==> config.mk <==
export PLATFORM = sky130hd
export DESIGN_NAME = vga_timing_gen
export DESIGN_NICKNAME = d
export VERILOG_FILES = /design/src/rtl/vga_timing_gen.sv
export SDC_FILE = /design/constraint.sdc
export NUM_CORES = 1
export LEC_CHECK = 0
export ABC_CLOCK_PERIOD_IN_PS = 2700
export BUFFER_PORTS_ARGS = -buffer_cell sky130_fd_sc_hd__buf_2
export CAP_MARGIN = 15
export CELL_PAD_IN_SITES_DETAIL_PLACEMENT = 1
export CELL_PAD_IN_SITES_GLOBAL_PLACEMENT = 2
export CORE_MARGIN = 2
export CORE_UTILIZATION = 34
export CTS_CLUSTER_DIAMETER = 100
export DETAILED_ROUTE_END_ITERATION = 8
export HOLD_SLACK_MARGIN = 0.02
export PLACE_DENSITY = 0.74
export SETUP_SLACK_MARGIN = 0.02
export SYNTH_ARGS = -nofsm -noshare
export SYNTH_HDL_FRONTEND = slang
export SYNTH_SLANG_ARGS = --single-unit
==> constraint.sdc <==
create_clock -name vga_clk -period 2.7 [get_ports vga_clk]
set_input_delay 0.54 -clock vga_clk [delete_from_list [all_inputs] [get_ports vga_clk]]
set_output_delay 0.54 -clock vga_clk [all_outputs]
set_load 0.01 [all_outputs]
==> src/rtl/vga_timing_gen.sv <==
// vga_timing_gen: VGA pixel/line counters with registered sync/blank, start pulses,
// frame counter and a reset-black delay pipeline for sync/blank.
module vga_timing_gen #(
  parameter int H_VISIBLE  = 640,
  parameter int H_FRONT    = 16,
  parameter int H_SYNC     = 96,
  parameter int H_BACK     = 48,
  parameter int V_VISIBLE  = 480,
  parameter int V_FRONT    = 10,
  parameter int V_SYNC     = 2,
  parameter int V_BACK     = 33,
  parameter int SYNC_DELAY = 2
) (
  input  logic       vga_clk,
  input  logic       reset_n,
  output logic [9:0] DrawX,
  output logic [9:0] DrawY,
  output logic       hs,
  output logic       vs,
  output logic       blank,
  output logic       hs_d,
  output logic       vs_d,
  output logic       blank_d,
  output logic       line_start,
  output logic       frame_start,
  output logic [7:0] frame_count
);
  localparam int H_TOTAL = H_VISIBLE + H_FRONT + H_SYNC + H_BACK;
  localparam int V_TOTAL = V_VISIBLE + V_FRONT + V_SYNC + V_BACK;
  localparam logic [9:0] H_LAST = 10'(H_TOTAL - 1);
  localparam logic [9:0] V_LAST = 10'(V_TOTAL - 1);
  localparam logic [9:0] H_VIS  = 10'(H_VISIBLE);
  localparam logic [9:0] V_VIS  = 10'(V_VISIBLE);
  localparam logic [9:0] HS_BEG = 10'(H_VISIBLE + H_FRONT);
  localparam logic [9:0] HS_END = 10'(H_VISIBLE + H_FRONT + H_SYNC);
  localparam logic [9:0] VS_BEG = 10'(V_VISIBLE + V_FRONT);
  localparam logic [9:0] VS_END = 10'(V_VISIBLE + V_FRONT + V_SYNC);

  if (SYNC_DELAY < 0 || SYNC_DELAY > 4 || H_TOTAL > 1023 || V_TOTAL > 1023) begin : g_bad_params
    $error("vga_timing_gen: SYNC_DELAY must be 0..4 and H/V totals at most 1023");
  end

  logic       h_wrap, v_wrap;
  logic [9:0] nx, ny;

  always_comb begin
    h_wrap = DrawX == H_LAST;
    v_wrap = DrawY == V_LAST;
    nx     = h_wrap ? 10'd0 : DrawX + 10'd1;
    ny     = h_wrap ? (v_wrap ? 10'd0 : DrawY + 10'd1) : DrawY;
  end

  // sync/blank are decoded from the next counter values so they register alongside them
  always_ff @(posedge vga_clk or negedge reset_n) begin
    if (!reset_n) begin
      DrawX       <= '0;
      DrawY       <= '0;
      hs          <= 1'b1;
      vs          <= 1'b1;
      blank       <= 1'b1;
      line_start  <= 1'b0;
      frame_start <= 1'b0;
      frame_count <= '0;
    end else begin
      DrawX       <= nx;
      DrawY       <= ny;
      hs          <= !(nx >= HS_BEG && nx < HS_END);
      vs          <= !(ny >= VS_BEG && ny < VS_END);
      blank       <= nx < H_VIS && ny < V_VIS;
      line_start  <= h_wrap;
      frame_start <= h_wrap && v_wrap;
      if (h_wrap && v_wrap) frame_count <= frame_count + 8'd1;
    end
  end

  if (SYNC_DELAY == 0) begin : g_no_delay
    assign hs_d    = hs;
    assign vs_d    = vs;
    assign blank_d = blank;
  end else begin : g_delay
    logic [SYNC_DELAY-1:0] hs_p, vs_p, bl_p;
    // reset fills every stage with inactive sync and blanking so the display stays black
    always_ff @(posedge vga_clk or negedge reset_n) begin
      if (!reset_n) begin
        hs_p <= '1;
        vs_p <= '1;
        bl_p <= '0;
      end else begin
        hs_p <= (hs_p << 1) | SYNC_DELAY'(hs);
        vs_p <= (vs_p << 1) | SYNC_DELAY'(vs);
        bl_p <= (bl_p << 1) | SYNC_DELAY'(blank);
      end
    end
    assign hs_d    = hs_p[SYNC_DELAY-1];
    assign vs_d    = vs_p[SYNC_DELAY-1];
    assign blank_d = bl_p[SYNC_DELAY-1];
  end
endmodule

==> results of run 1 <==
==> final cells by class <==
class / instances / area share, %
multi-input combinational: 120 / 35.7
clock inverter: 2 / 1.54
clock buffer: 6 / 3.63
tap: 72 / 3.96
timing repair buffer: 43 / 10.1
inverter: 7 / 1.71
sequential: 39 / 43.3
==> state kept, by name (all words and copies together) (netlist names) <==
| name | cells |
|---|---|
| frame_start | 1 |
| g_delay.hs_p | 2 |
| line_start | 1 |
| vs | 1 |
| blank | 1 |
| g_delay.vs_p | 2 |
| g_delay.bl_p | 2 |
| DrawY | 10 |
| hs | 1 |
| DrawX | 10 |
| frame_count | 8 |
==> how the worst max path moves through the flow <==
stage	end	start	slack [ns]
after global routing	vs	DrawX[0]	0.09
after CTS	vs	DrawX[0]	0.22
after global placement	vs	DrawX[0]	0.35
after floorplan	vs	DrawX[5]	0.28
after detailed placement	vs	DrawX[0]	0.25
final	vs	DrawX[0]	0.24
==> report_power, final <==
group	internal, mW	switching (mW)	total, mW	leakage [nW]
Combinational	0.000523	0.0110	0.0115	0.478
Sequential	0.584	0	0.584	0.496
Clock	0.299	0.209	0.508	0.0612
Total	0.884	0.220	1.10	1.04
==> routing by layer <==
layer | track usage [%] | vias to the layer above
met4 | 5.44 | 0
met3 | 4.02 | 7
met1 | 21.8 | 767
met2 | 25.8 | 35
li1 | - | 701
met5 | 0 | -
==> critical path, cell delays in order, from the launching register on <==
cell	delay, ns
dfrtp_1	0.44
ha_1	0.26
nand4_1	0.13
or3_1	0.50
buf_4	0.22
nor2_2	0.36
nor3_1	0.16
a2111o_1	0.31
==> Yosys cell counts (5+ instances only) <==
cell type,number,share of area (%)
nand4_1,10,3.3
dfstp_2,7,9.8
nand2_1,12,2.4
a21oi_1,5,1.3
dfrtp_1,32,43
nand3_1,13,3.5
o21ai_0,7,1.9
xor2_1,5,2.3
ha_1,5,3.3
inv_1,6,1.2
nor2_1,8,1.6
xnor2_1,12,5.6
==> logic make-up (layout without fill, tap and decap cells) <==
| logic type | after synthesis | count (layout) |
|---|---|---|
| and+or+nand+nor | 70 | 70 |
| DFF | 39 | 39 |
| AOI/OAI and AO/OA | 25 | 25 |
| xor gates and xnor gates | 17 | 17 |
| buffers and inverters | 14 | 58 |
| adders and majority gates | 5 | 5 |
| muxes | 3 | 3 |
==> impl_metrics.env, run 1 <==
export IMPL_status="finished, final reports clean"
export IMPL_drc=0
export IMPL_drt_first_pass_iters=4
export IMPL_required_ns=2.92
export IMPL_mostFrequentLayoutCells="37 x buf_2, 32 x dfrtp_1, 13 x nand3_1"
export IMPL_fin_crit_sh_pct=90.9
export IMPL_cp_end_kind="register"
export IMPL_clock_sinks=39
export IMPL_critPathKind="register to register"
export IMPL_finalWirelength_mm=4.59
export IMPL_grt_max_degree=40
export IMPL_final_nets=223
export IMPL_start_kind="register"
export IMPL_holdBufCountCts=0
export IMPL_whs_ns=0.355
export IMPL_top_layer="met4"
export IMPL_hold_viol_final=0
export IMPL_grt_first_pass_wirelength_mm=7.79
export IMPL_synthToLayoutAreaGrowth_pct=20.9
export IMPL_coreArea_sq_mm=0.00541
export IMPL_finalPower_mw=1.10
export IMPL_ys_types=45
export IMPL_cts_root_buf="clkbuf_8"
export IMPL_setup_tns_ns=0
export IMPL_rsz0062_at_grt="no"
export IMPL_timing_final_ws_setup_ns=0.244
export IMPL_ff_latch_area_sq_um=985
export IMPL_place_gp_congestion=0.857
export IMPL_die_h_microns=78.3
export IMPL_dpl_cell_area_sq_mm=0.00215
export IMPL_tightest_slew_ns=0.875
export IMPL_io_pins=38
export IMPL_skew_ns=0.0111
export IMPL_initial_core_util_pct=34.8
export IMPL_diodes=0
export IMPL_cts_setup_buffers=0
export IMPL_leakage_nw=1.04
export IMPL_path_clk_slew_ns=0.08
export IMPL_synth_fa_ha_area_share_pct=3.33
export IMPL_ys_seq_area_share_pct=52.4
export IMPL_max_freq_mhz=407
export IMPL_die_w_microns=78.3
export IMPL_synthMuxAreaShare_pct=1.66
export IMPL_crit_fanout=10
export IMPL_drive_above_1_share_pct=32.7
export IMPL_multiInputGateArea_sq_um=811
export IMPL_hold_start="g_delay.bl_p[0]"
export IMPL_cts_buffer_depth=2
export IMPL_netlist_area_sq_mm=0.00188
export IMPL_hold_path_end="g_delay.bl_p[1]"
export IMPL_final_core_util_pct=42.0
export IMPL_dp_hpwl_mm=3.34
export IMPL_synth_cells=173
export IMPL_timing_rr_end="vs"
export IMPL_rr_worst_depth=7
export IMPL_yosys_warnings=0
export IMPL_synth_edf_count=0
export IMPL_synth_simple_gate_area_share_pct=20.9
export IMPL_cts_tree="built"
export IMPL_fillCellCount=648
export IMPL_drtAntennaViolNets=0
export IMPL_layout_cell_area_non_filler_sq_mm=0.00227
export IMPL_die_area_sq_mm=0.00614
export IMPL_r2r_slack_ns=0.24
export IMPL_overflow=0
export IMPL_power_density_mw_per_mm2=486
export IMPL_via_per_inst=5.22
export IMPL_met2_wirelength_mm=2.12
export IMPL_hold_path_depth=0
export IMPL_setup_viol=0
export IMPL_r2r_start="DrawX[0]"
export IMPL_synth_top_family_by_area="simple AND/OR/NAND/NOR gates"
export IMPL_row_count=27
export IMPL_maxCapViolCount=0
export IMPL_track_usage_pct=16.3
export IMPL_ys_ff_latch=39
export IMPL_synthArstFlopShare_pct=100
export IMPL_postSynthAreaPerCell_sq_um=10.9
export IMPL_period_minus_slack_ns=2.46
export IMPL_wl_met3_microns=201
export IMPL_htreeDepth=2
export IMPL_route_vias_total=1510
export IMPL_drt_met1_wl_mm=2.19
export IMPL_hold_class="register to register"
export IMPL_clock_latency_ns=0.29
export IMPL_synth_nets=180
export IMPL_slew_headroom_pct=41.7
export IMPL_arrival_ns=2.68
export IMPL_synth_xor_area_share_pct=7.92
export IMPL_synth_compound_area_share_pct=9.32
export IMPL_antenna_found_initial=0
export IMPL_vdd_ir_drop_max_mv=0.180
export IMPL_preCtsSetupSlack_ns=0.249
export IMPL_grt_pass1_vias=1530
export IMPL_synth_flop_cell="dfrtp_1"
export IMPL_final_cell_count_no_fill=289
export IMPL_slew_viol_final=0
export IMPL_placedCellCount=281
export IMPL_numPortBuffers=37
export IMPL_cts_made_buffers=5
export IMPL_drt_iter0_drc=70
export IMPL_wl_per_cell_microns=15.9
export IMPL_final_common_cell="buf_2"
export IMPL_cts_resized=0
No activity file was read; power rests on OpenSTA's default activity.
==> inputs of run 2 (changes only) <==
Settings changed: CORE_MARGIN 2 to unset.
==> run 2 against run 1 <==
Net effect:
- sequential power about the same
- register-to-register slack got worse by 0.02 ns
- flip-flop and latch count unchanged
- clock skew decreased by 0.0034 ns
- global-route usage increased by 0.16 points
- critical path depth unchanged
- critical path type unchanged
- combinational power about the same
==> impl_metrics.env, run 2 (same netlist as run 1, synthesis figures left out) <==
export IMPL_critPathKind="register to register"
export IMPL_p_clk_share_pct=48.9
export IMPL_power_switching_uw=211
export IMPL_cts_made_buffers=5
export IMPL_diodes=0
export IMPL_skew_ns=0.00776
export IMPL_setup_viol=0
export IMPL_antenna_found_initial=0
export IMPL_tightest_slew_ns=0.845
export IMPL_synthToLayoutAreaGrowth_pct=22.0
export IMPL_clock_sinks=39
export IMPL_grt_max_degree=40
export IMPL_place_gp_congestion=0.794
export IMPL_final_cell_count_no_fill=288
export IMPL_clock_latency_ns=0.28
export IMPL_cts_setup_buffers=0
export IMPL_start_kind="register"
export IMPL_required_ns=2.88
export IMPL_die_area_sq_mm=0.00583
export IMPL_arrival_ns=2.65
export IMPL_initial_core_util_pct=36.1
export IMPL_crit_fanout=10
export IMPL_fin_crit_sh_pct=91.5
export IMPL_cts_tree="built"
export IMPL_seq_power_share_pct=50.1
export IMPL_period_minus_slack_ns=2.47
export IMPL_track_usage_pct=16.4
export IMPL_dpl_cell_area_sq_mm=0.00216
export IMPL_slowest_delay_ns=0.50
export IMPL_cp_slowest_cell="or3_1"
export IMPL_fillCellCount=613
export IMPL_cts_resized=0
export IMPL_comb_power_share_pct=1.0
export IMPL_dp_hpwl_mm=3.20
export IMPL_via_per_inst=5.09
export IMPL_leakage_nw=1.05
export IMPL_drc=0
export IMPL_wl_per_cell_microns=15.3
export IMPL_holdBufCountCts=0
export IMPL_max_freq_mhz=405
export IMPL_largestRegisters="DrawX x10, DrawY x10, frame_count x8"
export IMPL_multiInputGateArea_sq_um=811
export IMPL_placedCellCount=280
export IMPL_cp_end_kind="register"
export IMPL_grt_first_pass_wirelength_mm=7.61
export IMPL_die_w_microns=76.3
export IMPL_internal_power_uw=954
export IMPL_ff_latch_area_sq_um=985
export IMPL_slew_viol_final=0
export IMPL_coreArea_sq_mm=0.00520
export IMPL_grt_pass1_vias=1483
export IMPL_overflow=0
export IMPL_power_density_mw_per_mm2=508
export IMPL_setup_tns_ns=0
export IMPL_cts_buffer_depth=2
export IMPL_drt_iter0_drc=32
export IMPL_hold_viol_final=0
export IMPL_final_common_cell="buf_2"
export IMPL_maxCapViolCount=0
export IMPL_io_pins=38
export IMPL_row_count=26
export IMPL_finalWirelength_mm=4.39
export IMPL_final_nets=224
export IMPL_slew_headroom_pct=43.7
export IMPL_die_h_microns=76.3
export IMPL_sw_frac_of_total_pct=18.1
export IMPL_path_clk_slew_ns=0.08
export IMPL_vdd_ir_drop_max_mv=0.224
export IMPL_numPortBuffers=37
export IMPL_rsz0062_at_grt="no"
export IMPL_cts_root_buf="clkbuf_8"
export IMPL_rr_worst_depth=7
export IMPL_drt_first_pass_iters=4
export IMPL_hold_class="input port to asynchronous set/reset pin"
export IMPL_drtAntennaViolNets=0
export IMPL_route_vias_total=1465
export IMPL_htreeDepth=2
export IMPL_layout_cell_area_non_filler_sq_mm=0.00229
export IMPL_cp_cell_sequence="ha_1 -> nand4_1 -> or3_1 -> buf_4 -> nor2_2 -> nor3_1 -> nor3b_1"
export IMPL_mostFrequentLayoutCells="37 x buf_2, 32 x dfrtp_1, 13 x nand3_1"
export IMPL_status="finished, final reports clean"
export IMPL_drive_above_1_share_pct=32.6
[run 2: metal layers]
| layer | up-vias | wire length (microns) | part of all wire [%] | global-route usage [%] |
|---|---|---|---|---|
| met5 | - | 0 | 0 | 0 |
| met2 | 27 | 2100 | 48 | 25.8 |
| li1 | 706 | - | - | - |
| met1 | 730 | 2130 | 48 | 22.6 |
| met4 | 0 | 29 | 0.66 | 5.00 |
| met3 | 2 | 141 | 3.2 | 3.59 |
[run 2: layout make-up]
cell class	instances	share of cell area, %
Multi-Input combinational cell	120	35.4
Clock inverter	2	2.62
Clock buffer	6	3.17
Sequential cell	39	43.0
Tap cell	70	3.82
Inverter	7	1.69
Timing Repair Buffer	44	10.4
[run 2: power by group through the flow]
| stage | Combinational [mW] | Clock (mW) | Sequential (mW) |
|---|---|---|---|
| global route | 0.0136 | 0.614 | 0.584 |
| detailed placement | 0.0125 | 0 | 0.595 |
| finish | 0.0112 | 0.570 | 0.584 |
| CTS | 0.0124 | 0.588 | 0.584 |
| floorplan | 0.000000296 | 0 | 0.595 |
| global placement | 0.0119 | 0 | 0.595 |
[run 2: stage by stage]
stage	setup WS [ns]	power (mW)	hold slack (ns)	utilization, %
after global routing	0.0358	1.21	0.366	44.0
final	0.228	1.17	0.357	44.0
after global placement	0.359	0.607	0.341	41.5
after detailed placement	0.242	0.608	0.347	41.5
after floorplan	0.283	0.595	0.244	-
after CTS	0.204	1.18	0.359	44.0
[run 2: critical path, delay by kind of cell (launching register included)]
family / cells / cell delay (ns)
AND/OR/NAND/NOR: 5 / 1.46
flip-flops: 1 / 0.44
adder cells (fa/ha/maj): 1 / 0.25
buffers and inverters: 1 / 0.22
[run 2: worst paths after layout]
check	startpoint	endpoint	slack (ns)
min in group vga_clk	g_delay.hs_p[0]	g_delay.hs_p[1]	0.36
setup / recovery	DrawX[0]	blank	0.23
setup reg to reg	DrawX[0]	blank	0.23
hold / removal	reset_n	DrawX[1]	0.36
max in group asynchronous	reset_n	frame_count[2]	1.81
hold reg to reg	g_delay.hs_p[0]	g_delay.hs_p[1]	0.36
==> inputs of run 3 (changes only) <==
Settings changed: MAX_ROUTING_LAYER set to met4.
==> run 3 against run 2 <==
Net effect:
- via count about the same
- power is 0.13% lower
- flip-flop and latch count unchanged
- maximum frequency fell by 0.20%
- setup slack got worse by 0.0048 ns
- clock-buffer cell count did not move
- clock skew is essentially flat
- register-to-register slack barely moved
- hold slack improved by 0.00082 ns
- critical path type unchanged
- critical endpoint is now vs
- largest power group unchanged
- highest routed layer unchanged
==> impl_metrics.env, run 3 (same netlist as run 1, synthesis figures left out) <==
export IMPL_cts_resized=0
export IMPL_overflow=0
export IMPL_numPortBuffers=37
export IMPL_power_switching_uw=210
export IMPL_io_pins=38
export IMPL_track_usage_pct=16.9
export IMPL_grt_first_pass_wirelength_mm=7.60
export IMPL_setup_tns_ns=0
export IMPL_via_per_inst=5.09
export IMPL_final_common_cell="buf_2"
export IMPL_path_clk_slew_ns=0.08
export IMPL_timing_final_ws_setup_ns=0.224
export IMPL_fin_crit_sh_pct=91.7
export IMPL_grt_pass1_vias=1490
export IMPL_cts_buffer_depth=2
export IMPL_synthToLayoutAreaGrowth_pct=22.0
export IMPL_mostFrequentLayoutCells="37 x buf_2, 32 x dfrtp_1, 13 x nand3_1"
export IMPL_cp_end_kind="register"
export IMPL_largestRegisters="DrawX x10, DrawY x10, frame_count x8"
export IMPL_internal_power_uw=954
export IMPL_place_gp_congestion=0.805
export IMPL_route_vias_total=1466
export IMPL_rsz0062_at_grt="no"
export IMPL_initial_core_util_pct=36.1
export IMPL_diodes=0
export IMPL_antenna_found_initial=0
export IMPL_cts_made_buffers=5
export IMPL_comb_power_share_pct=1.0
export IMPL_rr_worst_depth=7
export IMPL_die_w_microns=76.3
export IMPL_holdBufCountCts=0
export IMPL_sw_frac_of_total_pct=18.0
export IMPL_row_count=26
export IMPL_arrival_ns=2.68
export IMPL_setup_viol=0
export IMPL_drive_above_1_share_pct=32.6
export IMPL_cts_tree="built"
export IMPL_skew_ns=0.00773
export IMPL_power_density_mw_per_mm2=508
export IMPL_clock_latency_ns=0.28
export IMPL_hold_class="input port to asynchronous set/reset pin"
export IMPL_finalPower_mw=1.16
export IMPL_timing_rr_end="vs"
export IMPL_preCtsSetupSlack_ns=0.242
export IMPL_final_nets=224
export IMPL_p_clk_share_pct=48.8
export IMPL_drt_first_pass_iters=4
export IMPL_max_freq_mhz=404
export IMPL_whs_ns=0.358
export IMPL_required_ns=2.90
export IMPL_status="finished, final reports clean"
export IMPL_cts_setup_buffers=0
export IMPL_vdd_ir_drop_max_mv=0.225
export IMPL_drt_iter0_drc=38
export IMPL_grt_max_degree=40
export IMPL_wl_per_cell_microns=15.3
export IMPL_leakage_nw=1.05
export IMPL_htreeDepth=2
export IMPL_crit_fanout=10
export IMPL_r2r_start="DrawX[0]"
export IMPL_tightest_slew_ns=0.849
export IMPL_hold_viol_final=0
export IMPL_critPathKind="register to register"
export IMPL_drc=0
export IMPL_slew_viol_final=0
export IMPL_drtAntennaViolNets=0
export IMPL_die_h_microns=76.3
export IMPL_finalWirelength_mm=4.40
export IMPL_maxCapViolCount=0
export IMPL_period_minus_slack_ns=2.48
export IMPL_slew_headroom_pct=43.4
export IMPL_dp_hpwl_mm=3.20
export IMPL_coreArea_sq_mm=0.00520
export IMPL_r2r_slack_ns=0.22
export IMPL_clock_sinks=39
export IMPL_cts_root_buf="clkbuf_8"
export IMPL_seq_power_share_pct=50.2
export IMPL_start_kind="register"
export IMPL_die_area_sq_mm=0.00583
run 3: cell counts in the layout (fill, tap and decap cells not counted):
No cell type changed its count.
run 3: power by group through the flow:
stage | Clock [mW] | Combinational (mW) | Sequential, mW
6_report | 0.568 | 0.0112 | 0.584
3_3_place_gp | 0 | 0.0119 | 0.595
2_1_floorplan | 0 | 0.000000296 | 0.595
3_5_place_dp | 0 | 0.0125 | 0.595
5_1_grt | 0.614 | 0.0136 | 0.584
4_1_cts | 0.588 | 0.0124 | 0.584
run 3: per-stage QoR:
stage                     utilization, %  area [sq um]  cells
final                               44.0          2290    288
after global routing                44.0          2290    288
after CTS                           44.0          2290    288
after detailed placement            41.5          2160    280
after global placement              41.5          2160    280
after floorplan                        -          1880    173
run 3: worst max-delay path by stage:
| stage | start | to | slack (ns) |
|---|---|---|---|
| 6_report | DrawX[0] | vs | 0.22 |
| 3_3_place_gp | DrawX[0] | vs | 0.36 |
| 4_1_cts | DrawX[0] | vs | 0.20 |
| 5_1_grt | DrawX[0] | blank | 0.04 |
| 2_1_floorplan | DrawX[5] | vs | 0.28 |
| 3_5_place_dp | DrawX[0] | vs | 0.24 |
run 3: cell type report:
class | instances | area, sq um
inverters | 7 | 38.8
multi-input cells | 120 | 811
repair buffers | 44 | 238
fillers | 613 | 2910
clock inverters | 2 | 60.1
clock buffers | 6 | 72.6
well taps | 70 | 87.6
flip-flops and latches | 39 | 985
run 3: worst max-delay path, cell delays in order (launching register included):
cell,delay (ns)
dfrtp_1,0.44
ha_1,0.25
nand4_1,0.13
or3_1,0.50
buf_4,0.22
nor2_2,0.37
nor3_1,0.17
a2111o_1,0.31
run 3: per-layer routing:
metal	vias up	global-route usage (%)	wire length (microns)
met4	0	5.00	27
met5	-	-	0
met3	2	3.59	152
met2	29	25.8	2100
li1	704	-	-
met1	731	22.6	2120
